==> config.mk <==
export PLATFORM = sky130hd
export DESIGN_NAME = burst_ram_master_flat
export DESIGN_NICKNAME = d
export VERILOG_FILES = /design/src/rtl/burst_ram_master_if.sv /design/src/rtl/burst_ram_master.sv /design/src/flat_wrapper.sv
export SDC_FILE = /design/constraint.sdc
export NUM_CORES = 1
export LEC_CHECK = 0
export BUFFER_PORTS_ARGS = -buffer_cell sky130_fd_sc_hd__buf_2
export CAP_MARGIN = 40
export CORE_UTILIZATION = 25
export CTS_CLUSTER_DIAMETER = 150
export DETAILED_ROUTE_END_ITERATION = 12
export GPL_TIMING_DRIVEN = 0
export PLACE_DENSITY_LB_ADDON = 0.25
export SYNTH_ARGS = -nofsm -noshare
export SYNTH_HDL_FRONTEND = slang
export SYNTH_SLANG_ARGS = --single-unit
export TNS_END_PERCENT = 50
==> constraint.sdc <==
create_clock -name clk -period 1.95 [get_ports clk]
set_input_delay 0.195 -clock clk [delete_from_list [all_inputs] [get_ports clk]]
set_output_delay 0.195 -clock clk [all_outputs]
set_load 0.02 [all_outputs]
==> src/rtl/burst_ram_master_if.sv <==
// Cache-side request/response plus burst RAM command/data signals of burst_ram_master.
// master: the burst_ram_master view; slave: the cache controller and RAM side.
interface burst_ram_master_if #(
   parameter int AddressBitWidth = 4,
   parameter int DataBitWidth    = 64,
   parameter int BurstDataCount  = 4
);
   localparam int LineBitWidth     = DataBitWidth * BurstDataCount;
   localparam int LineAddrBitWidth = AddressBitWidth - $clog2(BurstDataCount);

   logic                          req_valid;
   logic                          req_ready;
   logic                          req_write;
   logic [LineAddrBitWidth-1:0]   req_addr;
   logic [LineBitWidth-1:0]       req_wr_line;
   logic                          resp_valid;
   logic                          resp_ready;
   logic                          resp_write;
   logic [LineBitWidth-1:0]       resp_rd_line;
   logic                          ram_cmd;
   logic                          ram_cmd_en;
   logic [AddressBitWidth-1:0]    ram_addr;
   logic [DataBitWidth-1:0]       ram_wr_data;
   logic [DataBitWidth/8-1:0]     ram_data_mask;
   logic [DataBitWidth-1:0]       ram_rd_data;
   logic                          ram_rd_data_valid;
   logic                          ram_init_calib;
   logic                          ram_busy;

   modport master (
      input  req_valid, req_write, req_addr, req_wr_line, resp_ready,
      input  ram_rd_data, ram_rd_data_valid, ram_init_calib, ram_busy,
      output req_ready, resp_valid, resp_write, resp_rd_line,
      output ram_cmd, ram_cmd_en, ram_addr, ram_wr_data, ram_data_mask
   );

   modport slave (
      output req_valid, req_write, req_addr, req_wr_line, resp_ready,
      output ram_rd_data, ram_rd_data_valid, ram_init_calib, ram_busy,
      input  req_ready, resp_valid, resp_write, resp_rd_line,
      input  ram_cmd, ram_cmd_en, ram_addr, ram_wr_data, ram_data_mask
   );
endinterface

==> src/rtl/burst_ram_master.sv <==
// Turns one cache line fill/writeback into a single burst RAM command; cmd_en one cycle after accept.
// req_ready only in Idle with RAM not busy; resp_valid held until resp_ready, one request in flight.
module burst_ram_master #(
   parameter int AddressBitWidth = 4,
   parameter int DataBitWidth    = 64,
   parameter int BurstDataCount  = 4
) (
   input logic                clk,
   input logic                rst,
   burst_ram_master_if.master bus
);
   localparam int LineBitWidth = DataBitWidth * BurstDataCount;
   localparam int CntBitWidth  = $clog2(BurstDataCount);
   localparam logic [CntBitWidth-1:0] LastCnt = CntBitWidth'(BurstDataCount - 1);

   localparam logic [2:0] WaitCalib = 3'd0;
   localparam logic [2:0] Idle      = 3'd1;
   localparam logic [2:0] Cmd       = 3'd2;
   localparam logic [2:0] WrData    = 3'd3;
   localparam logic [2:0] WrWait    = 3'd4;
   localparam logic [2:0] RdData    = 3'd5;
   localparam logic [2:0] Resp      = 3'd6;

   logic [2:0]              state;
   logic [CntBitWidth-1:0]  cnt;
   logic [CntBitWidth-1:0]  cnt_nxt;
   logic [LineBitWidth-1:0] wr_line;
   logic                    accept;

   assign bus.req_ready     = (state == Idle) && !bus.ram_busy;
   assign accept            = bus.req_valid && bus.req_ready;
   assign cnt_nxt           = cnt + CntBitWidth'(1);
   assign bus.ram_data_mask = '0;

   always_ff @(posedge clk) begin
      if (rst) begin
         state            <= WaitCalib;
         cnt              <= '0;
         wr_line          <= '0;
         bus.ram_cmd_en   <= 1'b0;
         bus.ram_cmd      <= 1'b0;
         bus.ram_addr     <= '0;
         bus.ram_wr_data  <= '0;
         bus.resp_valid   <= 1'b0;
         bus.resp_write   <= 1'b0;
         bus.resp_rd_line <= '0;
      end else begin
         case (state)
            WaitCalib: begin
               if (bus.ram_init_calib) state <= Idle;
            end
            Idle: begin
               if (accept) begin
                  // Word 0 leaves with the command; the rest are shifted down one word per cycle.
                  wr_line         <= bus.req_wr_line >> DataBitWidth;
                  bus.ram_wr_data <= bus.req_wr_line[DataBitWidth-1:0];
                  bus.ram_cmd     <= bus.req_write;
                  bus.resp_write  <= bus.req_write;
                  bus.ram_addr    <= {bus.req_addr, CntBitWidth'(0)};
                  bus.ram_cmd_en  <= 1'b1;
                  state           <= Cmd;
               end
            end
            Cmd: begin
               bus.ram_cmd_en <= 1'b0;
               if (bus.ram_cmd) begin
                  bus.ram_wr_data <= wr_line[DataBitWidth-1:0];
                  wr_line         <= wr_line >> DataBitWidth;
                  cnt             <= CntBitWidth'(1);
                  state           <= WrData;
               end else begin
                  cnt   <= '0;
                  state <= RdData;
               end
            end
            WrData: begin
               if (cnt == LastCnt) begin
                  state <= WrWait;
               end else begin
                  bus.ram_wr_data <= wr_line[DataBitWidth-1:0];
                  wr_line         <= wr_line >> DataBitWidth;
                  cnt             <= cnt_nxt;
               end
            end
            WrWait: begin
               if (!bus.ram_busy) begin
                  bus.resp_valid <= 1'b1;
                  state          <= Resp;
               end
            end
            RdData: begin
               // Burst is counted in valid words, so gaps in ram_rd_data_valid just stretch it.
               if (bus.ram_rd_data_valid) begin
                  bus.resp_rd_line[cnt*DataBitWidth +: DataBitWidth] <= bus.ram_rd_data;
                  cnt <= cnt_nxt;
                  if (cnt == LastCnt) begin
                     bus.resp_valid <= 1'b1;
                     state          <= Resp;
                  end
               end
            end
            Resp: begin
               if (bus.resp_ready) begin
                  bus.resp_valid <= 1'b0;
                  state          <= Idle;
               end
            end
            default: state <= WaitCalib;
         endcase
      end
   end
endmodule

==> src/flat_wrapper.sv <==
// flat-port wrapper written by rule: the top's interface ports become plain ports
module burst_ram_master_flat 
#(
   parameter int AddressBitWidth = 4,
   parameter int DataBitWidth    = 64,
   parameter int BurstDataCount  = 4
)
  (clk, rst, bus_req_valid, bus_req_write, bus_req_addr, bus_req_wr_line, bus_resp_ready, bus_ram_rd_data, bus_ram_rd_data_valid, bus_ram_init_calib, bus_ram_busy, bus_req_ready, bus_resp_valid, bus_resp_write, bus_resp_rd_line, bus_ram_cmd, bus_ram_cmd_en, bus_ram_addr, bus_ram_wr_data, bus_ram_data_mask);
  burst_ram_master_if #(.AddressBitWidth(AddressBitWidth), .DataBitWidth(DataBitWidth), .BurstDataCount(BurstDataCount)) bus_i ();
  input logic clk;
  input logic rst;
  input wire logic [$bits(bus_i.req_valid)-1:0] bus_req_valid;
  input wire logic [$bits(bus_i.req_write)-1:0] bus_req_write;
  input wire logic [$bits(bus_i.req_addr)-1:0] bus_req_addr;
  input wire logic [$bits(bus_i.req_wr_line)-1:0] bus_req_wr_line;
  input wire logic [$bits(bus_i.resp_ready)-1:0] bus_resp_ready;
  input wire logic [$bits(bus_i.ram_rd_data)-1:0] bus_ram_rd_data;
  input wire logic [$bits(bus_i.ram_rd_data_valid)-1:0] bus_ram_rd_data_valid;
  input wire logic [$bits(bus_i.ram_init_calib)-1:0] bus_ram_init_calib;
  input wire logic [$bits(bus_i.ram_busy)-1:0] bus_ram_busy;
  output wire logic [$bits(bus_i.req_ready)-1:0] bus_req_ready;
  output wire logic [$bits(bus_i.resp_valid)-1:0] bus_resp_valid;
  output wire logic [$bits(bus_i.resp_write)-1:0] bus_resp_write;
  output wire logic [$bits(bus_i.resp_rd_line)-1:0] bus_resp_rd_line;
  output wire logic [$bits(bus_i.ram_cmd)-1:0] bus_ram_cmd;
  output wire logic [$bits(bus_i.ram_cmd_en)-1:0] bus_ram_cmd_en;
  output wire logic [$bits(bus_i.ram_addr)-1:0] bus_ram_addr;
  output wire logic [$bits(bus_i.ram_wr_data)-1:0] bus_ram_wr_data;
  output wire logic [$bits(bus_i.ram_data_mask)-1:0] bus_ram_data_mask;
  assign bus_i.req_valid = bus_req_valid;
  assign bus_i.req_write = bus_req_write;
  assign bus_i.req_addr = bus_req_addr;
  assign bus_i.req_wr_line = bus_req_wr_line;
  assign bus_i.resp_ready = bus_resp_ready;
  assign bus_i.ram_rd_data = bus_ram_rd_data;
  assign bus_i.ram_rd_data_valid = bus_ram_rd_data_valid;
  assign bus_i.ram_init_calib = bus_ram_init_calib;
  assign bus_i.ram_busy = bus_ram_busy;
  assign bus_req_ready = bus_i.req_ready;
  assign bus_resp_valid = bus_i.resp_valid;
  assign bus_resp_write = bus_i.resp_write;
  assign bus_resp_rd_line = bus_i.resp_rd_line;
  assign bus_ram_cmd = bus_i.ram_cmd;
  assign bus_ram_cmd_en = bus_i.ram_cmd_en;
  assign bus_ram_addr = bus_i.ram_addr;
  assign bus_ram_wr_data = bus_i.ram_wr_data;
  assign bus_ram_data_mask = bus_i.ram_data_mask;
  burst_ram_master #(.AddressBitWidth(AddressBitWidth), .DataBitWidth(DataBitWidth), .BurstDataCount(BurstDataCount)) u_core (.clk(clk), .rst(rst), .bus(bus_i));
endmodule
After elaboration in Yosys (flattened, before gate mapping)
Cells that the tools add are included.
{"block": "totals", "ff_bits": 586, "input_bits": 330, "word_cells": 73}
{"block": "op_classes", "add_sub_neg": 2, "eq_ne": 16, "shift": 2, "mux": 29, "n_reduce_logical": 15}
{"op": "two-way mux 256 bit", "count": 3}
{"op": "one-hot mux 256 bit (3 select lines)", "count": 1}
{"op": "bitwise mux 256 bit", "count": 1}
{"op": "variable shift 64 x 34 -> 256 bit, first input constant", "count": 1}
{"op": "variable part select 64 x 34 -> 256 bit", "count": 1}
{"op": "two-way mux 64 bit", "count": 3}
{"op": "one-hot mux 64 bit (3 select lines)", "count": 1}
{"op": "negator 8 -> 34 bit", "count": 1}
{"op": "two-way mux 3 bit", "count": 8}
{"op": "one-hot mux 3 bit (7 select lines)", "count": 1}
{"op": "inequality test 2 bit, second input constant", "count": 5}
{"op": "== test 3 bit, second input constant", "count": 3}
{"op": "nonzero test 3 bit", "count": 3}
{"op": "inequality test 2 x 1 -> 1 bit, second input constant", "count": 4}
{"op": "AND reduction 7 bit", "count": 1}
{"op": "== test 3 x 2 -> 1 bit, second input constant", "count": 2}
{"op": "two-way mux 1 bit", "count": 6}
{"op": "one-hot mux 2 bit (3 select lines)", "count": 1}
{"op": "AND reduction 2 bit", "count": 3}
{"op": "AND reduction 5 bit", "count": 1}
{"op": "two-way mux 2 bit", "count": 2}
{"op": "AND reduction 4 bit", "count": 1}
{"op": "== test 3 x 1 -> 1 bit, second input constant", "count": 1}
{"op": "logical NOT 3 bit", "count": 1}
{"op": "8 further kinds", "count": 9}

Logic depth before layout (Yosys ltp)
Gate-level depths: netlist of the first run.
{"block": "logic_depth", "depth_word": 5, "ltp_mapped": 8, "mapped_depth_nobuf": 5}

Least setup slack after synthesis of the first run
OpenSTA, ideal clock, no wires.
{"block": "synth_timing", "path_type": "reg-to-reg", "from": "register u_core.cnt[0]", "to": "register u_core.bus.resp_rd_line[132]", "arrival_time_ps": 1865, "required_ps": 1880, "slack_ps": 15, "path_stages_with_launch": 8, "n_path_buf": 2, "period_less_slack_ps": 1935, "cell_sequence": "dfxtp_1 > inv_1 > ha_1 > nor3b_1 > buf_1 > buf_1 > nand3_1 > a21oi_1"}
{"block": "synth_between", "elab_chain_len": 3, "elab_cells_between_ends": 4}
{"item": "start, declared", "line": "burst_ram_master.sv:25", "source": "logic [CntBitWidth-1:0] cnt;"}
{"item": "start signal, assigned", "line": "burst_ram_master.sv:69", "source": "cnt <= CntBitWidth'(1);"}
{"item": "start signal, assigned", "line": "burst_ram_master.sv:82", "source": "cnt <= cnt_nxt;"}
{"item": "start signal, assigned", "line": "burst_ram_master.sv:95", "source": "cnt <= cnt_nxt;"}
{"item": "negator 8 -> 34 bit *", "line": "burst_ram_master.sv:94", "source": "bus.resp_rd_line[cnt*DataBitWidth +: DataBitWidth] <= bus.ram_rd_data;"}
{"item": "variable part select 64 x 34 -> 256 bit / variable shift 64 x 34 -> 256 bit (equally long branches)", "line": "burst_ram_master.sv:94"}
{"item": "bitwise mux 256 bit *", "line": "burst_ram_master.sv:94"}
{"item": "end signal, assigned by index", "line": "burst_ram_master.sv:94"}
{"item": "end, declared", "line": "burst_ram_master_if.sv:33", "source": "output req_ready, resp_valid, resp_write, resp_rd_line,"}
Mark *: on every way between the ends. The rest lies on a longest branch, timed or not.
A chain may end at the register's enable or synchronous reset.

Final worst setup path of the first run
{"block": "layout_timing", "from": "register u_core.cnt[0]", "to": "register u_core.wr_line[56]"}
{"block": "layout_between", "elab_chain_len": 3}
{"item": "== test 2 bit", "line": "burst_ram_master.sv:77", "source": "if (cnt == LastCnt) begin"}
{"item": "inequality test 2 bit (no source line)"}
{"item": "AND reduction 4 bit (no source line)"}
{"item": "end signal, assigned", "line": "burst_ram_master.sv:55", "source": "wr_line <= bus.req_wr_line >> DataBitWidth;"}
{"item": "end signal, assigned", "line": "burst_ram_master.sv:68", "source": "wr_line <= wr_line >> DataBitWidth;"}
{"item": "end signal, assigned", "line": "burst_ram_master.sv:81", "source": "wr_line <= wr_line >> DataBitWidth;"}
{"item": "end, declared", "line": "burst_ram_master.sv:27", "source": "logic [LineBitWidth-1:0] wr_line;"}
No other way between the ends.

==> results of run 1 <==
## timing repair
item / 4_1_cts / 5_1_grt
cloned: 1 / 1
setup buffers: 11 / 1
pin swaps: 2 / 6
resized for setup: 211 / 272
endpoints found under the setup margin: 519 / 464
hold buffers: 313 / 0
endpoints found under the hold margin: 504 / 0
## layout make-up
class,count,area (um2)
antenna,16,40.0
tap,1144,1430
fill,8820,52100
timing repair buffer,990,6650
inverter,5,25.0
multi-input combinational,1619,10500
clock inverter,23,288
clock buffer,87,1770
sequential,522,10500
buffer,292,1960
## worst max-delay path by stage
stage | end | slack [ns] | start | cells past startpoint
3_5_place_dp | u_core.bus.resp_rd_line[70]$_SDFFE_PP0P_ | -1.15 | u_core.cnt[0]$_SDFFE_PP0P_ | 7
2_1_floorplan | u_core.bus.resp_rd_line[132]$_SDFFE_PP0P_ | 0.01 | u_core.cnt[0]$_SDFFE_PP0P_ | 7
4_1_cts | u_core.wr_line[30]$_SDFFE_PP0P_ | -0.003 | u_core.state[2]$_SDFFE_PP0P_ | 8
3_3_place_gp | u_core.wr_line[185]$_SDFFE_PP0P_ | -1.13 | u_core.state[2]$_SDFFE_PP0P_ | 6
6_report | u_core.wr_line[56]$_SDFFE_PP0P_ | 0.02 | u_core.cnt[0]$_SDFFE_PP0P_ | 7
5_1_grt | u_core.wr_line[60]$_SDFFE_PP0P_ | -0.05 | u_core.cnt[0]$_SDFFE_PP0P_ | 8
## sequential cells by signal, summed over array words and instances, names as in the netlist
register,flops
u_core.cnt,2
u_core.bus.resp_rd_line,256
u_core.wr_line,192
u_core.bus.resp_write,1
u_core.bus.ram_cmd_en,1
u_core.state,3
u_core.bus.resp_valid,1
u_core.bus.ram_addr,2
u_core.bus.ram_wr_data,64
## report_power, final
part	leakage (uW)	internal [uW]	switching (uW)
registers	0.00423	11100	271
logic	0.00884	1900	2460
clock network	0.00100	6940	4860
## cells in the mapped netlist
library cell	instances	area, um2
a211oi_1	2	15.0
a21oi_1	515	2580
a221o_1	1	10.0
a2bb2oi_1	1	8.76
a311oi_1	193	1690
a31oi_1	1	6.26
a32o_1	1	10.0
a32oi_1	1	8.76
a32oi_2	1	16.3
and2_1	4	25.0
and3_1	1	6.26
and4b_1	1	10.0
buf_1	25	93.8
buf_12	1	20.0
buf_2	72	360
buf_4	21	158
buf_6	11	124
clkbuf_1	163	612
conb_1	1	3.75
dfxtp_1	522	10500
ha_1	6	75.1
inv_1	4	15.0
inv_2	1	3.75
mux2i_1	195	1950
nand2_1	264	991
nand2b_1	2	12.5
nand3_1	256	1280
nand3b_1	1	7.51
nand4_1	65	407
nor2_1	10	37.5
nor2b_1	5	31.3
nor3_1	1	5.00
nor3_2	1	10.0
nor3b_1	3	22.5
nor4b_4	1	23.8
nor4bb_1	1	10.0
o21ai_0	71	355
o221a_2	1	11.3
o2bb2ai_1	1	8.76
o31a_1	1	8.76
or2_1	1	6.26
or3_1	1	6.26
## metal layers
metal  global-route usage (%)  vias to the layer above  part of all wire, %
met5                        0                        -                0.025
met4                     7.52                        4                  3.6
met3                     6.87                      196                  8.2
met2                     41.7                      846                   50
met1                     25.4                    11100                   38
li1                         -                    11100                    -
## metrics by stage
step                      std cells  hold WS, ns  power (uW)  worst slack, ns
after floorplan                2439        0.342       13500           0.0149
after global placement         4238        0.435       14900            -1.13
after detailed placement       4247        0.440       15000            -1.15
after CTS                      4682      0.00174       27400         -0.00321
after global routing           4688       0.0208       28500          -0.0502
final                          4698       0.0284       27500           0.0179
## kinds of logic (layout without fill, tap and decap cells)
logic type               after synthesis  in the layout  share of synthesized area (%)
AO/OA/AOI/OAI                        790            790                           22.0
multiplexers                         195            195                           9.08
AND/OR/NAND/NOR                      618            618                           13.5
flip-flops                           522            522                           48.6
other                                  1             26                         0.0175
adder cells (fa/ha/maj)                6              6                          0.349
buffers and inverters                298           1397                           6.45
## worst register-to-register path, cell delays in order (launching register included)
cell	delay, ns
dfxtp_4	0.40
ha_4	0.17
nand2_2	0.10
a32o_2	0.32
buf_12	0.16
buf_6	0.19
buf_4	0.21
a311oi_1	0.28
==> out/metrics.yaml, run 1 <==
finalInstanceArea_um2: 33100
crit_chain: "ha_4 > nand2_2 > a32o_2 > buf_12 > buf_6 > buf_4 > a311oi_1"
critPathSlowestCell: "dfxtp_4"
placed_cell_area_um2: 26300
dr.pass1.iters: 6
ios: 667
min-delay-path-class: "input port to flip-flop"
slew_headroom_pct: 45.9
synthCells: 2430
r2r-start: "u_core.cnt[0]$_SDFFE_PP0P_"
status: "completed"
design.core.area_um2: 85100
cp_num_buf_inv: 3
synth_seq_cells: 522
drt-total-wl_um: 106000
antenna_left: 0
cp.arrival_ns: 2.45
setup_viol: 0
grt_pass1_wl_um: 151000
cts_buffer_depth: 3
r2r-end: "u_core.wr_line[56]$_SDFFE_PP0P_"
skew_ns: 0.0321
syn_to_final_growth_pct: 53.9
slew_viol_final: 0
drive_above_1_share_pct: 32.2
setup_tns_ns: 0
synth_warnings: 0
rsz0062_at_grt: "yes"
cp.required_ns: 2.47
ys_seq_area_share_pct: 48.6
p_leak_uw: 0.0141
vias_per_cell: 4.94
fin_util_pct: 38.8
post-route-period-util_pct: 99.1
max-cap-violations: 0
mostFrequentLayoutCells: "687 x buf_2, 516 x dfxtp_1, 500 x a21oi_1, 313 x dlygate4sd3_1, 259 x nand2_1"
clk_pin_slew_worst_paths_ns: 0.06
finalHoldViolations: 0
whs_path_depth: 3
htreeDepth: 2
worst_slew_pin_slew_ns: 0.811
via_count: 23200
synth_area_per_cell_um2: 8.84
post-route-drc-count: 0
fp.dieH_um: 295
cp-start-kind: "flip-flop"
cpPeakStageDelay_ns: 0.40
r2r_slack_ns: 0.02
dpl.hpwl_um: 80400
max_freq_ghz: 0.518
reg2reg_depth: 7
grt_antenna_before_repair: 14
vdd_ir_drop_max_v: 0.000650
portBuffers: 655
crit_type: "flip-flop to flip-flop"
critical_path.endpoint_type: "flip-flop"
dieArea_um2: 87100
clock_sink_count: 522
rows: 107
nNetsFinal: 3827
root_buffer: "clkbuf_16"
die-width_um: 295
initial_utilization_pct: 25.2
grt_overflow_total: 0
syn_area_um2: 21500
clk_latency_ns: 0.64
cp_max_fo: 10
min_from: "bus_req_wr_line[177]"
place.gp.congestion: 0.879
layout_min_cycle_time_ns: 1.93
final_common_cell: "buf_2"
cts-buffers-inserted: 61
grt_max_degree: 17
drtIter0Drc: 1114
track_usage_pct: 23.0
cpLargestDelayFamily: "compound AO/OA/AOI/OAI gates"
cts_tree: "yes"
synth_cell_types: 42
power.density_nw_per_um2: 833
grt_pass1_vias: 23000
hold_end: "u_core.wr_line[113]$_SDFFE_PP0P_"
wl_per_cell_um: 22.5
Note: power is estimated with default switching activity, not from simulation.
==> inputs of run 2 (changes only) <==
Settings changed: ABC_AREA set to 1.
==> out/metrics.yaml, run 2 <==
status: "completed"
synthCells: 3633  # +50%
fp.dieH_um: 311  # +5.4%
dr.pass1.iters: 7  # +1
cp.arrival_ns: 2.42  # -0.03 ns
syn_to_final_growth_pct: 49.1
place.gp.congestion: 0.926  # +5.3%
reg.largest.list: "u_core.bus.resp_rd_line (256), u_core.wr_line (192), u_core.bus.ram_wr_data (64)"
max-cap-violations: 0  # unchanged
ios: 667  # unchanged
synth_seq_cells: 522  # unchanged
portBuffers: 656  # +0.15%
final_common_cell: "nand2_1"
synth_area_per_cell_um2: 6.58  # -26%
finalHoldViolations: 0  # unchanged
dp_cells: 5568  # +31%
cts_buffer_depth: 3  # unchanged
rows: 113  # +5.6%
grt_overflow_total: 0  # unchanged
ys.flop_type: "dfxtp_1"
p_leak_uw: 0.0179  # +27%
vdd_ir_drop_max_v: 0.000787  # +21%
fin_cells: 6042  # +29%
crit_chain: "clkbuf_16 > inv_8 > ha_4 > buf_12 > inv_8 > buf_12 > nand3_4 > buf_12 > inv_12 > buf_6 > nand3_2 > a21oi_2"
synth_most_common_cell: "nand2_1"
dpl.hpwl_um: 86100  # +7.1%
clk_pin_slew_worst_paths_ns: 0.05  # about the same
critical_path.endpoint_type: "flip-flop"
min_from: "bus_req_wr_line[40]"
htreeDepth: 3  # +1
cp_max_fo: 6  # -4
min-delay-path-class: "input port to flip-flop"
via_count: 26900  # +16%
skew_ns: 0.0154  # -0.0167 ns
cp.required_ns: 2.49  # +0.02 ns
dpl_worst_slack_ns: -1.15  # +0.000250 ns
slew_viol_final: 0  # unchanged
grt_pass1_vias: 26300  # +14%
post-route-period-util_pct: 96.4  # -2.7 points
die-width_um: 311  # +5.4%
drive_above_1_share_pct: 22.5  # -9.7 points
syn_area_um2: 23900  # +11%
grt_antenna_before_repair: 14  # unchanged
power.density_nw_per_um2: 1280  # +54%
crit_type: "flip-flop to flip-flop"
initial_utilization_pct: 25.2  # -0.036 points
crit_top_cell: "buf_12"
clk_latency_ns: 0.63  # about the same
mostFrequentLayoutCells: "1,024 x nand2_1, 809 x nor2_1, 712 x buf_2, 518 x dfxtp_1, 316 x dlygate4sd3_1"
max_freq_ghz: 0.532  # +2.8%
top_register: "u_core.bus.resp_rd_line"
synth_warnings: 0  # unchanged
synth_top_area_share_pct: 43.7  # -4.9 points
cp-start-kind: "flip-flop"
synth_area_leaders: "dfxtp_1 44%, nand2_1 16%, nor2_1 13%, nand3_1 6.4%, o21ai_0 3.3%"
worst_slew_pin_slew_ns: 0.834  # +0.0224 ns
track_usage_pct: 22.4  # -0.62 points
crit_path_start: "u_core.cnt[0]$_SDFFE_PP0P_"
setup_viol: 0  # unchanged
yosys.area.top_type: "dfxtp_1"
ys_seq_area_share_pct: 43.7  # -4.9 points
synthTopCellsByCount: "1,028 x nand2_1, 815 x nor2_1, 522 x dfxtp_1"
fin_util_pct: 37.6  # -1.3 points
rsz0062_at_grt: "yes"
drtIter0Drc: 1544  # +39%
design.core.area_um2: 94900  # +11%
dieArea_um2: 96900  # +11%
nNetsFinal: 5056  # +32%
critPathSlowestCell: "dfxtp_4"
drt-total-wl_um: 112000  # +5.4%
layout_min_cycle_time_ns: 1.88  # -0.0532 ns
cts_tree: "yes"
r2r-start: "u_core.cnt[0]$_SDFFE_PP0P_"
antenna_left: 0  # unchanged
clock_sink_count: 522  # unchanged
slew_headroom_pct: 44.4  # -1.5 points
vias_per_cell: 4.45  # -9.9%
async_reset_ff_share_pct: 0  # unchanged
wl_per_cell_um: 18.5  # -18%
post-route-drc-count: 0  # unchanged
synth_cell_types: 25  # -40%
cpPeakStageDelay_ns: 0.34  # -0.06 ns
cts-buffers-inserted: 68  # +11%
grt_max_degree: 13  # -4
root_buffer: "clkbuf_16"
synth-edff-count: 0  # unchanged
grt_pass1_wl_um: 163000  # +8.2%
fin_ws_ns: 0.0711  # +0.0532 ns
largest_register_ffs: 256  # unchanged
## run 2: cell count changes in the layout (fill, tap and decap cells not counted), moves of 97 or more
| cell | before | now |
|---|---|---|
| a21oi_1 | 500 | 59 |
| a311oi_1 | 97 | 0 |
| inv_1 | 3 | 203 |
| mux2i_1 | 190 | 0 |
| nand2_1 | 259 | 1024 |
| nor2_1 | 10 | 809 |
## run 2: critical path: cells and delay by family (launching register included)
| kind | cells | cell delay, ns |
|---|---|---|
| and+or+nand+nor | 2 | 0.21 |
| adders and majority gates | 1 | 0.20 |
| buffers and inverters | 8 | 0.91 |
| DFF | 1 | 0.34 |
| AOI/OAI and AO/OA | 1 | 0.14 |
## run 2: logic make-up (layout without fill, tap and decap cells)
group	count (synthesis)	in the layout	synth area share, %
adders and majority gates	6	6	0.314
other	1	19	0.0157
DFF	522	522	43.7
buffers and inverters	520	1646	9.11
AOI/OAI and AO/OA	367	367	9.71
and+or+nand+nor	2217	2217	37.1
## run 2: path summary, 6_finish.rpt
check	end	slack [ns]	cells after the start
worst min register to register	u_core.bus.ram_addr[2]$_SDFFE_PP0P_	0.46	2
worst min-delay path	u_core.bus.ram_wr_data[40]$_SDFFE_PP0P_	0.05	7
worst max-delay path	u_core.bus.resp_rd_line[7]$_SDFFE_PP0P_	0.07	12
worst max register to register	u_core.bus.resp_rd_line[7]$_SDFFE_PP0P_	0.07	12
## run 2: routing by layer
metal | GRT usage [%] | wire length, um
met1 | 24.7 | 44100
met2 | 40.8 | 55900
met3 | 5.61 | 7510
met4 | 8.55 | 4150
met5 | 0 | 57
## run 2: per-stage QoR
stage	hold slack, ns	total power (uW)	TNS [ns]	area [um2]
after floorplan	0.336	25300	0	24000
after global placement	0.451	30600	-316.78	28900
after detailed placement	0.455	30800	-270.84	28900
after global routing	0.0466	49000	-0.0437	35600
final	0.0453	45800	0	35700
after CTS	0.000961	45800	-0.160	35400
## run 2: timing repair
item                       in CTS  in global routing
hold buffers                  316                  0
gates resized for setup       214                152
hold endpoints to repair      411                  0
setup buffers                  26                  1
setup endpoints to repair     519                503
cloned                          7                  1
pin swaps                      12                 10
## run 2: layout make-up
type / instances / area, um2
well taps: 1265 / 1580
fillers: 10300 / 59200
inverters: 215 / 848
flip-flops and latches: 522 / 10500
plain buffers: 301 / 1970
clock inverters: 16 / 200
diodes: 9 / 22.5
repair buffers: 1011 / 6950
clock buffers: 102 / 2060
multi-input cells: 2600 / 11600
repair inverters: 1 / 16.3
## run 2: power by group
part           internal, uW  switching [uW]
clock                  7800            5070
combinational          6610           11500
sequential            13300            1400
total                 27800           18000
==> inputs of run 3 (changes only) <==
Settings changed: CORE_UTILIZATION 25 to 30.
==> out/metrics.yaml, run 3 (synthesized netlist as in run 2, its figures left out) <==
vias_per_cell: 4.65  # +4.6%
cts_buffer_depth: 3  # unchanged
clk_latency_ns: 0.63  # about the same
setup_viol: 68  # +68
r2r-start: "u_core.cnt[0]$_SDFFE_PP0P_"
dpl.hpwl_um: 81700  # -5.1%
grt_pass1_vias: 26200  # -0.50%
via_count: 26900  # +0.10%
initial_utilization_pct: 30.3  # +5.1 points
worst_slew_pin_slew_ns: 0.947  # +0.114 ns
crit_chain: "clkbuf_16 > inv_8 > buf_8 > ha_4 > buf_8 > inv_8 > buf_12 > nand3_4 > clkinv_8 > clkbuf_16 > nand3_1 > a21oi_2"
design.core.area_um2: 78900  # -17%
fin_cells: 5783  # -4.3%
slew_headroom_pct: 36.8  # -7.6 points
skew_ns: 0.0305  # +0.0151 ns
fp.dieH_um: 284  # -8.7%
total_power_uw: 44000  # -3.8%
min-delay-path-class: "input port to flip-flop"
grt_max_degree: 20  # +7
max_freq_ghz: 0.481  # -9.7%
die-width_um: 284  # -8.7%
met2WireLength_um: 53000  # -5.2%
grt_pass1_wl_um: 156000  # -4.8%
track_usage_pct: 25.0  # +2.7 points
drtIter0Drc: 1381  # -11%
final_common_cell: "nand2_1"
root_buffer: "clkbuf_16"
top_register: "u_core.bus.resp_rd_line"
r2r_slack_ns: -0.13  # -0.20 ns
grt_antenna_before_repair: 18  # +4
mostFrequentLayoutCells: "1,025 x nand2_1, 806 x nor2_1, 717 x buf_2, 517 x dfxtp_1, 291 x nand3_1"
wl_met3_um: 7380  # -1.8%
dp_cells: 5356  # -3.8%
routedLengthMet1_um: 41100  # -6.6%
post-route-period-util_pct: 107  # +10 points
reg2reg_depth: 12  # unchanged
clk_pin_slew_worst_paths_ns: 0.06  # about the same
nNetsFinal: 5015  # -0.81%
syn_to_final_growth_pct: 46.4
place.gp.congestion: 0.948  # +2.4%
clock_sink_count: 522  # unchanged
dieArea_um2: 80800  # -17%
slew_viol_final: 0  # unchanged
crit_path_start: "u_core.cnt[0]$_SDFFE_PP0P_"
fin_ws_ns: -0.131  # -0.202 ns
crit_path_end: "u_core.bus.resp_rd_line[31]$_SDFFE_PP0P_"
ios: 667  # unchanged
status: "finished with violations"
p_leak_uw: 0.0177  # -1.2%
cts-buffers-inserted: 60  # -12%
largest_register_ffs: 256  # unchanged
grt_overflow_total: 0  # unchanged
portBuffers: 656  # unchanged
critPathSlowestCell: "dfxtp_4"
max-cap-violations: 0  # unchanged
cp.arrival_ns: 2.54  # +0.12 ns
wl_per_cell_um: 18.5  # about the same
finalHoldViolations: 0  # unchanged
drive_above_1_share_pct: 23.6  # +1.1 points
top_layer: "met5"
power.density_nw_per_um2: 1260  # -2.0%
violations: "negative setup slack"
reg.largest.list: "u_core.bus.resp_rd_line (256), u_core.wr_line (192), u_core.bus.ram_wr_data (64)"
r2r-end: "u_core.bus.resp_rd_line[31]$_SDFFE_PP0P_"
htreeDepth: 2  # -1
drt-total-wl_um: 107000  # -4.2%
cp.required_ns: 2.40  # -0.09 ns
rsz0062_at_grt: "yes"
cpPeakStageDelay_ns: 0.37  # +0.03 ns
antenna_left: 0  # unchanged
cp_max_fo: 7  # +1
cts_tree: "yes"
post-route-drc-count: 0  # unchanged
dr.pass1.iters: 5  # -2
rows: 103  # -8.8%
crit_type: "flip-flop to flip-flop"
layout_min_cycle_time_ns: 2.08  # +0.202 ns
vdd_ir_drop_max_v: 0.000740  # -5.9%
critical_path.endpoint_type: "flip-flop"
cp-start-kind: "flip-flop"
-- run 3: report_power, final --
part	internal, uW	total (uW)	switching [uW]
logic	6400	18000	11600
registers	13300	14700	1370
clock network	6670	11300	4670
-- run 3: how the worst min path moves through the flow --
stage / end / depth (start not counted) / slack, ns / from
floorplan: u_core.bus.resp_rd_line[13]$_SDFFE_PP0P_ / 2 / 0.34 / bus_ram_rd_data[13]
global placement: u_core.bus.ram_cmd_en$_SDFFE_PP0P_ / 2 / 0.45 / u_core.bus.ram_cmd_en$_SDFFE_PP0P_
detailed placement: u_core.bus.resp_rd_line[20]$_SDFFE_PP0P_ / 2 / 0.45 / u_core.bus.resp_rd_line[20]$_SDFFE_PP0P_
CTS: u_core.wr_line[77]$_SDFFE_PP0P_ / 7 / 0.0009 / bus_req_wr_line[141]
global route: u_core.wr_line[77]$_SDFFE_PP0P_ / 7 / 0.04 / bus_req_wr_line[141]
finish: u_core.wr_line[54]$_SDFFE_PP0P_ / 7 / 0.02 / bus_req_wr_line[118]
-- run 3: layout make-up --
type | count | area, um2
diodes | 8 | 20.0
plain buffers | 301 | 2000
clock buffers | 92 | 1790
clock inverters | 16 | 175
fillers | 8368 | 43900
inverters | 215 | 845
multi-input cells | 2600 | 11800
flip-flops and latches | 522 | 10500
well taps | 1050 | 1310
repair buffers | 978 | 6590
repair inverters | 1 | 8.76
-- run 3: critical path: cells and delay by family, from the launching register on --
kind                     cells  cell delay [ns]
flip-flops                   1             0.37
adder cells (fa/ha/maj)      1             0.27
buffers and inverters        8             0.94
AND/OR/NAND/NOR              2             0.24
AO/OA/AOI/OAI                1             0.06
-- run 3: stage by stage --
step / setup TNS (ns) / worst slack [ns] / hold WS [ns] / instance area [um2] / utilization [%]
floorplan: 0 / 0.0149 / 0.336 / 24000 / -
global placement: -238.99 / -0.921 / 0.448 / 28600 / 36.3
detailed placement: -199.55 / -0.952 / 0.453 / 28700 / 36.4
CTS: -5.78 / -0.0791 / 0.000886 / 34200 / 43.3
global route: -7.83 / -0.178 / 0.0440 / 35000 / 44.4
finish: -3.70 / -0.131 / 0.0239 / 35000 / 44.4
-- run 3: what timing repair did --
action	CTS	global route
setup buffers	11	10
hold buffers	286	0
setup endpoints to repair	503	482
pin swaps	8	32
endpoints found under the hold margin	372	0
gates resized for setup	200	306
gates cloned	3	6
-- run 3: routing by layer --
metal / track usage, % / vias up
met1: 27.6 / 12100
met3: 5.17 / 276
met5: 0 / -
li1: - / 13600
met2: 45.7 / 932
met4: 11.4 / 22
